===== config.mk =====
export PLATFORM = sky130hd
export DESIGN_NAME = gtech_rr_arb4
export DESIGN_NICKNAME = d
export VERILOG_FILES = /design/src/rtl/gtech_arb_pkg.sv /design/src/rtl/gtech_rr_pick.sv /design/src/rtl/gtech_rr_arb4.sv
export SDC_FILE = /design/constraint.sdc
export NUM_CORES = 1
export LEC_CHECK = 0
export CELL_PAD_IN_SITES_DETAIL_PLACEMENT = 2
export CELL_PAD_IN_SITES_GLOBAL_PLACEMENT = 2
export CORE_ASPECT_RATIO = 1.25
export CORE_MARGIN = 2
export CORE_UTILIZATION = 17
export CTS_CLUSTER_DIAMETER = 200
export CTS_CLUSTER_SIZE = 14
export DETAILED_ROUTE_END_ITERATION = 8
export PLACE_DENSITY_LB_ADDON = 0.2
export SLEW_MARGIN = 5
export SYNTH_ARGS = -nofsm -noshare
export SYNTH_HDL_FRONTEND = slang
export SYNTH_SLANG_ARGS = --single-unit

===== constraint.sdc =====
create_clock -name CP -period 1.7 [get_ports CP]
set_input_delay 0.34 -clock CP [delete_from_list [all_inputs] [get_ports CP]]
set_output_delay 0.34 -clock CP [all_outputs]
set_load 0.005 [all_outputs]

===== src/rtl/gtech_arb_pkg.sv =====
// Shared definitions for the 4-requester round-robin arbiter: state encoding,
// requester count and hold-counter width.
package gtech_arb_pkg;

   localparam int unsigned NREQ  = 4;
   localparam int unsigned IDX_W = 2;
   localparam int unsigned CNT_W = 4;

   typedef enum logic [1:0] {
      ST_IDLE  = 2'b00,
      ST_GRANT = 2'b01,
      ST_TURN  = 2'b10
   } arb_state_e;

endpackage


===== src/rtl/gtech_rr_pick.sv =====
// Rotating-priority picker: first set request scanning upward from ptr+1,
// wrapping modulo the requester count.
module gtech_rr_pick
   import gtech_arb_pkg::*;
(
   input  logic [NREQ-1:0]  req_i,
   input  logic [IDX_W-1:0] ptr_i,
   output logic [NREQ-1:0]  win_oh_c_o,
   output logic [IDX_W-1:0] win_idx_c_o,
   output logic             any_c_o
);

   logic             found;
   logic [IDX_W-1:0] cand;

   always_comb begin
      found       = 1'b0;
      cand        = '0;
      win_idx_c_o = '0;
      for (int unsigned k = 1; k <= NREQ; k++) begin
         cand = ptr_i + IDX_W'(k);
         if (!found && req_i[cand]) begin
            found       = 1'b1;
            win_idx_c_o = cand;
         end
      end
      any_c_o    = found;
      win_oh_c_o = found ? (NREQ'(1) << win_idx_c_o) : '0;
   end

endmodule


===== src/rtl/gtech_rr_arb4.sv =====
// Four-requester round-robin arbiter with bounded tenure, one-cycle bus
// turnaround between tenures and a shared data path driven by the grantee.
module gtech_rr_arb4
   import gtech_arb_pkg::*;
#(
   parameter int unsigned W       = 8,
   parameter int unsigned MAXHOLD = 4
) (
   input  logic            CP,
   input  logic            CD,
   input  logic [NREQ-1:0] REQ,
   input  logic [W-1:0]    A0,
   input  logic [W-1:0]    A1,
   input  logic [W-1:0]    A2,
   input  logic [W-1:0]    A3,
   output logic [NREQ-1:0] GNT,
   output logic            VALID,
   output logic [W-1:0]    Z
);

   localparam logic [CNT_W-1:0] CNT_LAST = CNT_W'(MAXHOLD - 1);

   arb_state_e       state_q, state_d;
   logic [IDX_W-1:0] ptr_q, ptr_d;
   logic [CNT_W-1:0] cnt_q, cnt_d;
   logic [NREQ-1:0]  gnt_q, gnt_d;
   logic             valid_q;

   logic [NREQ-1:0]  win_oh;
   logic [IDX_W-1:0] win_idx;
   logic             win_any;

   gtech_rr_pick u_pick (
      .req_i       (REQ),
      .ptr_i       (ptr_q),
      .win_oh_c_o  (win_oh),
      .win_idx_c_o (win_idx),
      .any_c_o     (win_any)
   );

   // Pointer resets to the last index so requester 0 wins the first scan
   always_ff @(posedge CP or negedge CD) begin
      if (!CD) begin
         state_q <= ST_IDLE;
         ptr_q   <= IDX_W'(NREQ - 1);
         cnt_q   <= '0;
         gnt_q   <= '0;
         valid_q <= 1'b0;
      end else begin
         state_q <= state_d;
         ptr_q   <= ptr_d;
         cnt_q   <= cnt_d;
         gnt_q   <= gnt_d;
         valid_q <= |gnt_d;
      end
   end

   always_comb begin
      state_d = state_q;
      ptr_d   = ptr_q;
      cnt_d   = cnt_q;
      gnt_d   = '0;
      case (state_q)
         ST_IDLE, ST_TURN: begin
            if (win_any) begin
               state_d = ST_GRANT;
               ptr_d   = win_idx;
               cnt_d   = '0;
               gnt_d   = win_oh;
            end else begin
               state_d = ST_IDLE;
            end
         end
         ST_GRANT: begin
            // Counter tops out at MAXHOLD (<= 15), so it cannot wrap
            cnt_d = cnt_q + CNT_W'(1);
            if (!REQ[ptr_q] || (cnt_q == CNT_LAST)) begin
               state_d = ST_TURN;
            end else begin
               gnt_d = gnt_q;
            end
         end
         default: state_d = ST_IDLE;
      endcase
   end

   logic [W-1:0] a_arr [NREQ];
   logic [W-1:0] z_c;

   assign a_arr[0] = A0;
   assign a_arr[1] = A1;
   assign a_arr[2] = A2;
   assign a_arr[3] = A3;

   // AND-OR mux follows the grant flops, so reset clears it without a clock
   always_comb begin
      z_c = '0;
      for (int unsigned i = 0; i < NREQ; i++) begin
         z_c = z_c | (a_arr[i] & {W{gnt_q[i]}});
      end
   end

   assign GNT   = gnt_q;
   assign VALID = valid_q;
   assign Z     = z_c;

endmodule


==> impl_metrics.prom <==
# TYPE chip_impl_metric gauge
chip_impl_info{name="run_status",value="complete, but fails checks"} 1
chip_impl_info{name="failed_checks",value="negative setup slack"} 1
chip_impl_metric{name="gpl.final_weighted_congestion",unit=""} 0.728
chip_impl_metric{name="synth-seq-area-share",unit="%"} 39.9
chip_impl_metric{name="place_area",unit="um^2"} 1460
chip_impl_metric{name="synth_xor_xnor_area_share",unit="%"} 1.07
chip_impl_metric{name="cts-hold-fix-buffers",unit=""} 0
chip_impl_metric{name="floorplan.die_area",unit="um^2"} 5400
chip_impl_metric{name="dpl_worst_slack",unit="ns"} -0.190
chip_impl_metric{name="tightest_slew",unit="ns"} 0.602
chip_impl_metric{name="min_period_over_period",unit="%"} 107
chip_impl_metric{name="synthSimpleGateAreaFrac",unit="%"} 20.1
chip_impl_metric{name="multiInputGateArea",unit="um^2"} 478
chip_impl_info{name="clock_tree_from_tritoncts",value="yes"} 1
chip_impl_metric{name="placed_cells_incl_taps",unit=""} 209
chip_impl_metric{name="route.detailed.drc",unit=""} 0
chip_impl_metric{name="total_power_consumption_of_the_routed_design",unit="mW"} 2.45
chip_impl_info{name="cts-root-buf",value="sky130_fd_sc_hd__clkbuf_8"} 1
chip_impl_metric{name="synth_area_per_cell",unit="um^2"} 8.92
chip_impl_metric{name="post_synth_num_cell_types",unit=""} 29
chip_impl_metric{name="drt_iter0_drc",unit=""} 30
chip_impl_metric{name="finalClockSkew",unit="ns"} 0.000984
chip_impl_metric{name="setup_total_neg_slack",unit="ns"} -0.728
chip_impl_metric{name="cts_buffer_depth",unit=""} 2
chip_impl_info{name="synth-main-ff-cell",value="sky130_fd_sc_hd__dfrtp_1"} 1
chip_impl_metric{name="design.core.area",unit="um^2"} 4690
chip_impl_info{name="yosysTopAreaCell",value="sky130_fd_sc_hd__dfrtp_1"} 1
chip_impl_metric{name="cts.clk_slew.worst_paths",unit="ns"} 0.05
chip_impl_metric{name="routed_wirelength",unit="mm"} 3.34
chip_impl_metric{name="route.detailed.vias_per_inst",unit=""} 4.53
chip_impl_info{name="setup.worst_path.end_class",value="primary output"} 1
chip_impl_metric{name="die_width",unit="um"} 66.2
chip_impl_metric{name="synth_area",unit="um^2"} 821
chip_impl_metric{name="clock_insertion_delay_worst_skew",unit="ns"} 0.25
chip_impl_metric{name="asr_flop_ratio_synth",unit="%"} 100
chip_impl_metric{name="ant_nets",unit=""} 0
chip_impl_metric{name="wl_per_cell",unit="um"} 15.2
chip_impl_info{name="setup_repair_after_global_routing_missed_its_margin",value="true"} 1
chip_impl_metric{name="die-height",unit="um"} 81.7
chip_impl_metric{name="path_max_fanout",unit=""} 1
chip_impl_metric{name="synth.area.mux_share",unit="%"} 2.74
chip_impl_metric{name="ys_warn_count",unit=""} 0
chip_impl_metric{name="start_util",unit="%"} 17.5
chip_impl_metric{name="pwr_density_cell",unit="nW/um^2"} 1550
chip_impl_info{name="synth.most_common_cell",value="sky130_fd_sc_hd__nand2_1"} 1
chip_impl_metric{name="ratio_of_cells_with_drive_above_1_in_the_final_layout",unit="%"} 22.5
chip_impl_metric{name="ff_latch_area",unit="um^2"} 333
chip_impl_metric{name="grt_max_degree",unit=""} 14
chip_impl_metric{name="place.detailed.hpwl",unit="mm"} 2.69
chip_impl_metric{name="floorplan.io_pins",unit=""} 51
chip_impl_metric{name="finalCriticalPeriod",unit="ns"} 1.83
chip_impl_info{name="startpoint_type",value="input pin"} 1
chip_impl_metric{name="antennaDiodeCount",unit=""} 0
chip_impl_metric{name="grt_first_pass_wirelength",unit="mm"} 5.53
chip_impl_metric{name="yosysTopAreaCellShare",unit="%"} 33.5
chip_impl_info{name="ys_top_cells_by_area",value="sky130_fd_sc_hd__dfrtp_1 (34%), sky130_fd_sc_hd__a22oi_1 (15%), sky130_fd_sc_hd__nand2_1 (7.8%)"} 1
chip_impl_metric{name="stdcell_area",unit="um^2"} 1580
chip_impl_metric{name="post-route-util",unit="%"} 33.7
chip_impl_metric{name="cts_made_buffers",unit=""} 3
chip_impl_metric{name="maxCapViolations",unit=""} 0
chip_impl_metric{name="num-fill-cells",unit=""} 530
chip_impl_metric{name="fp_rows",unit=""} 28
chip_impl_metric{name="synth.ff_latch_count",unit=""} 13
chip_impl_metric{name="synth_compound_gate_area_share",unit="%"} 30.9
chip_impl_metric{name="vias",unit=""} 996
chip_impl_info{name="synth_top_cells_by_count",value="sky130_fd_sc_hd__nand2_1 (17), sky130_fd_sc_hd__a22oi_1 (16), sky130_fd_sc_hd__dfrtp_1 (11), sky130_fd_sc_hd__nor2_1 (7), sky130_fd_sc_hd__o21ai_0 (6)"} 1
chip_impl_metric{name="holdWs",unit="ns"} 0.471
chip_impl_info{name="hp-class",value="input pin to async pin"} 1
chip_impl_metric{name="numPortBuffers",unit=""} 50
chip_impl_metric{name="grt_use_total",unit="%"} 13.6
chip_impl_metric{name="grt_pass1_vias",unit=""} 1119
chip_impl_metric{name="post_synth_fa_ha_maj_area_fraction",unit="%"} 1.52
chip_impl_metric{name="required",unit="ns"} 1.36
chip_impl_metric{name="final_report_setup_violation_count",unit=""} 9
chip_impl_metric{name="relSlewSlack",unit="%"} 59.8
chip_impl_metric{name="vdd_ir_drop_max",unit="V"} 0.000396
chip_impl_metric{name="num-nets-final",unit=""} 200
chip_impl_metric{name="antenna_found_initial",unit=""} 0
chip_impl_metric{name="number_of_synthesized_flops_with_an_enable_pin",unit=""} 0
chip_impl_metric{name="power.leakage",unit="nW"} 0.667
chip_impl_metric{name="fmax",unit="MHz"} 548
chip_impl_metric{name="synth_cells",unit=""} 92
chip_impl_metric{name="total_nets_after_synthesis",unit=""} 131
chip_impl_info{name="worst-setup-path-type",value="input pin to primary output"} 1
chip_impl_metric{name="drt_pass1_iterations",unit=""} 4
chip_impl_metric{name="hold_violation_total_from_the_final_report",unit=""} 0
chip_impl_info{name="synth_top_family_by_area",value="compound AO/OA/AOI/OAI gates"} 1
chip_impl_metric{name="layout.cells.non_filler",unit=""} 220
chip_impl_metric{name="critical_path_arrival",unit="ns"} 1.49
chip_impl_metric{name="htree_num_levels",unit=""} 1
chip_impl_metric{name="total_grt_overflow",unit=""} 0
chip_impl_metric{name="syn2layout_area_growth",unit="%"} 93.0
chip_impl_metric{name="timing.final.ws_setup",unit="ns"} -0.126
chip_impl_metric{name="number_of_clock_sinks_seen_by_cts",unit=""} 13
chip_impl_metric{name="slew_violations",unit=""} 0
==> worst max-delay path, cell delays in order <==
cell	delay (ns)
sky130_fd_sc_hd__clkdlybuf4s50_1	0.41
sky130_fd_sc_hd__a22oi_1	0.21
sky130_fd_sc_hd__nand2_1	0.07
sky130_fd_sc_hd__clkdlybuf4s50_1	0.46
==> routing by layer <==
metal / share of wire (%) / routed length [um] / GRT usage, %
met1: 38 / 1250 / 14.2
met2: 55 / 1820 / 26.2
met3: 5.8 / 194 / 2.05
met4: 2.1 / 70 / 6.73
met5: 0 / 0 / 0
==> state kept, by name (all words and copies together) (netlist names) <==
register,count
state_q,2
ptr_q,2
VALID,1
GNT,4
cnt_q,4
==> cell usage in the layout (no fill, tap or decap), types with 2 or more instances in the layout <==
| cell type | instances |
|---|---|
| sky130_fd_sc_hd__dfrtp_1 | 7 |
| sky130_fd_sc_hd__clkbuf_8 | 3 |
| sky130_fd_sc_hd__o2bb2ai_1 | 2 |
| sky130_fd_sc_hd__nand2b_1 | 4 |
| sky130_fd_sc_hd__o21ai_0 | 5 |
| sky130_fd_sc_hd__clkdlybuf4s50_1 | 49 |
| sky130_fd_sc_hd__dfstp_2 | 2 |
| sky130_fd_sc_hd__a22oi_2 | 2 |
| sky130_fd_sc_hd__buf_4 | 16 |
| sky130_fd_sc_hd__a22oi_1 | 14 |
| sky130_fd_sc_hd__dfrtp_2 | 4 |
| sky130_fd_sc_hd__nand3_1 | 2 |
| sky130_fd_sc_hd__nor2_1 | 7 |
| sky130_fd_sc_hd__a21oi_1 | 2 |
| sky130_fd_sc_hd__a22o_1 | 2 |
| sky130_fd_sc_hd__nand2_1 | 17 |
| sky130_fd_sc_hd__buf_6 | 3 |
==> worst paths after layout <==
path                           from       end  slack [ns]  depth (start not counted)
max                           A0[2]      Z[2]       -0.13                          4
max reg2reg                ptr_q[1]    GNT[0]       -0.01                          4
min in group CP            cnt_q[3]  cnt_q[3]        0.50                          1
min reg2reg                cnt_q[3]  cnt_q[3]        0.50                          1
min                              CD  cnt_q[1]        0.47                          1
max in group asynchronous        CD    GNT[3]        0.80                          1
==> cell type report <==
| type | instances | area share [%] |
|---|---|---|
| inverter | 1 | 0.237 |
| tap | 60 | 4.74 |
| sequential | 13 | 21.0 |
| clock buffer | 4 | 2.84 |
| timing repair buffer | 69 | 41.0 |
| multi-input combinational | 73 | 30.2 |
==> report_power, final <==
group,internal [mW],switching (mW)
Sequential,0.469,0.218
Combinational,0.915,0.566
Clock,0.166,0.114
==> logic make-up after synthesis <==
kind of cell | after synthesis
xor gates and xnor gates | 1
buffers and inverters | 6
DFF | 13
and+or+nand+nor | 36
adders and majority gates | 1
AOI/OAI and AO/OA | 34
muxes | 1
==> what timing repair did <==
action,CTS,global route
endpoints found under the setup margin,14,13
resized for setup,9,5
hold endpoints to repair,0,0
buffers inserted,3,4
gates cloned,0,0
(Power assumes the default switching activity.)
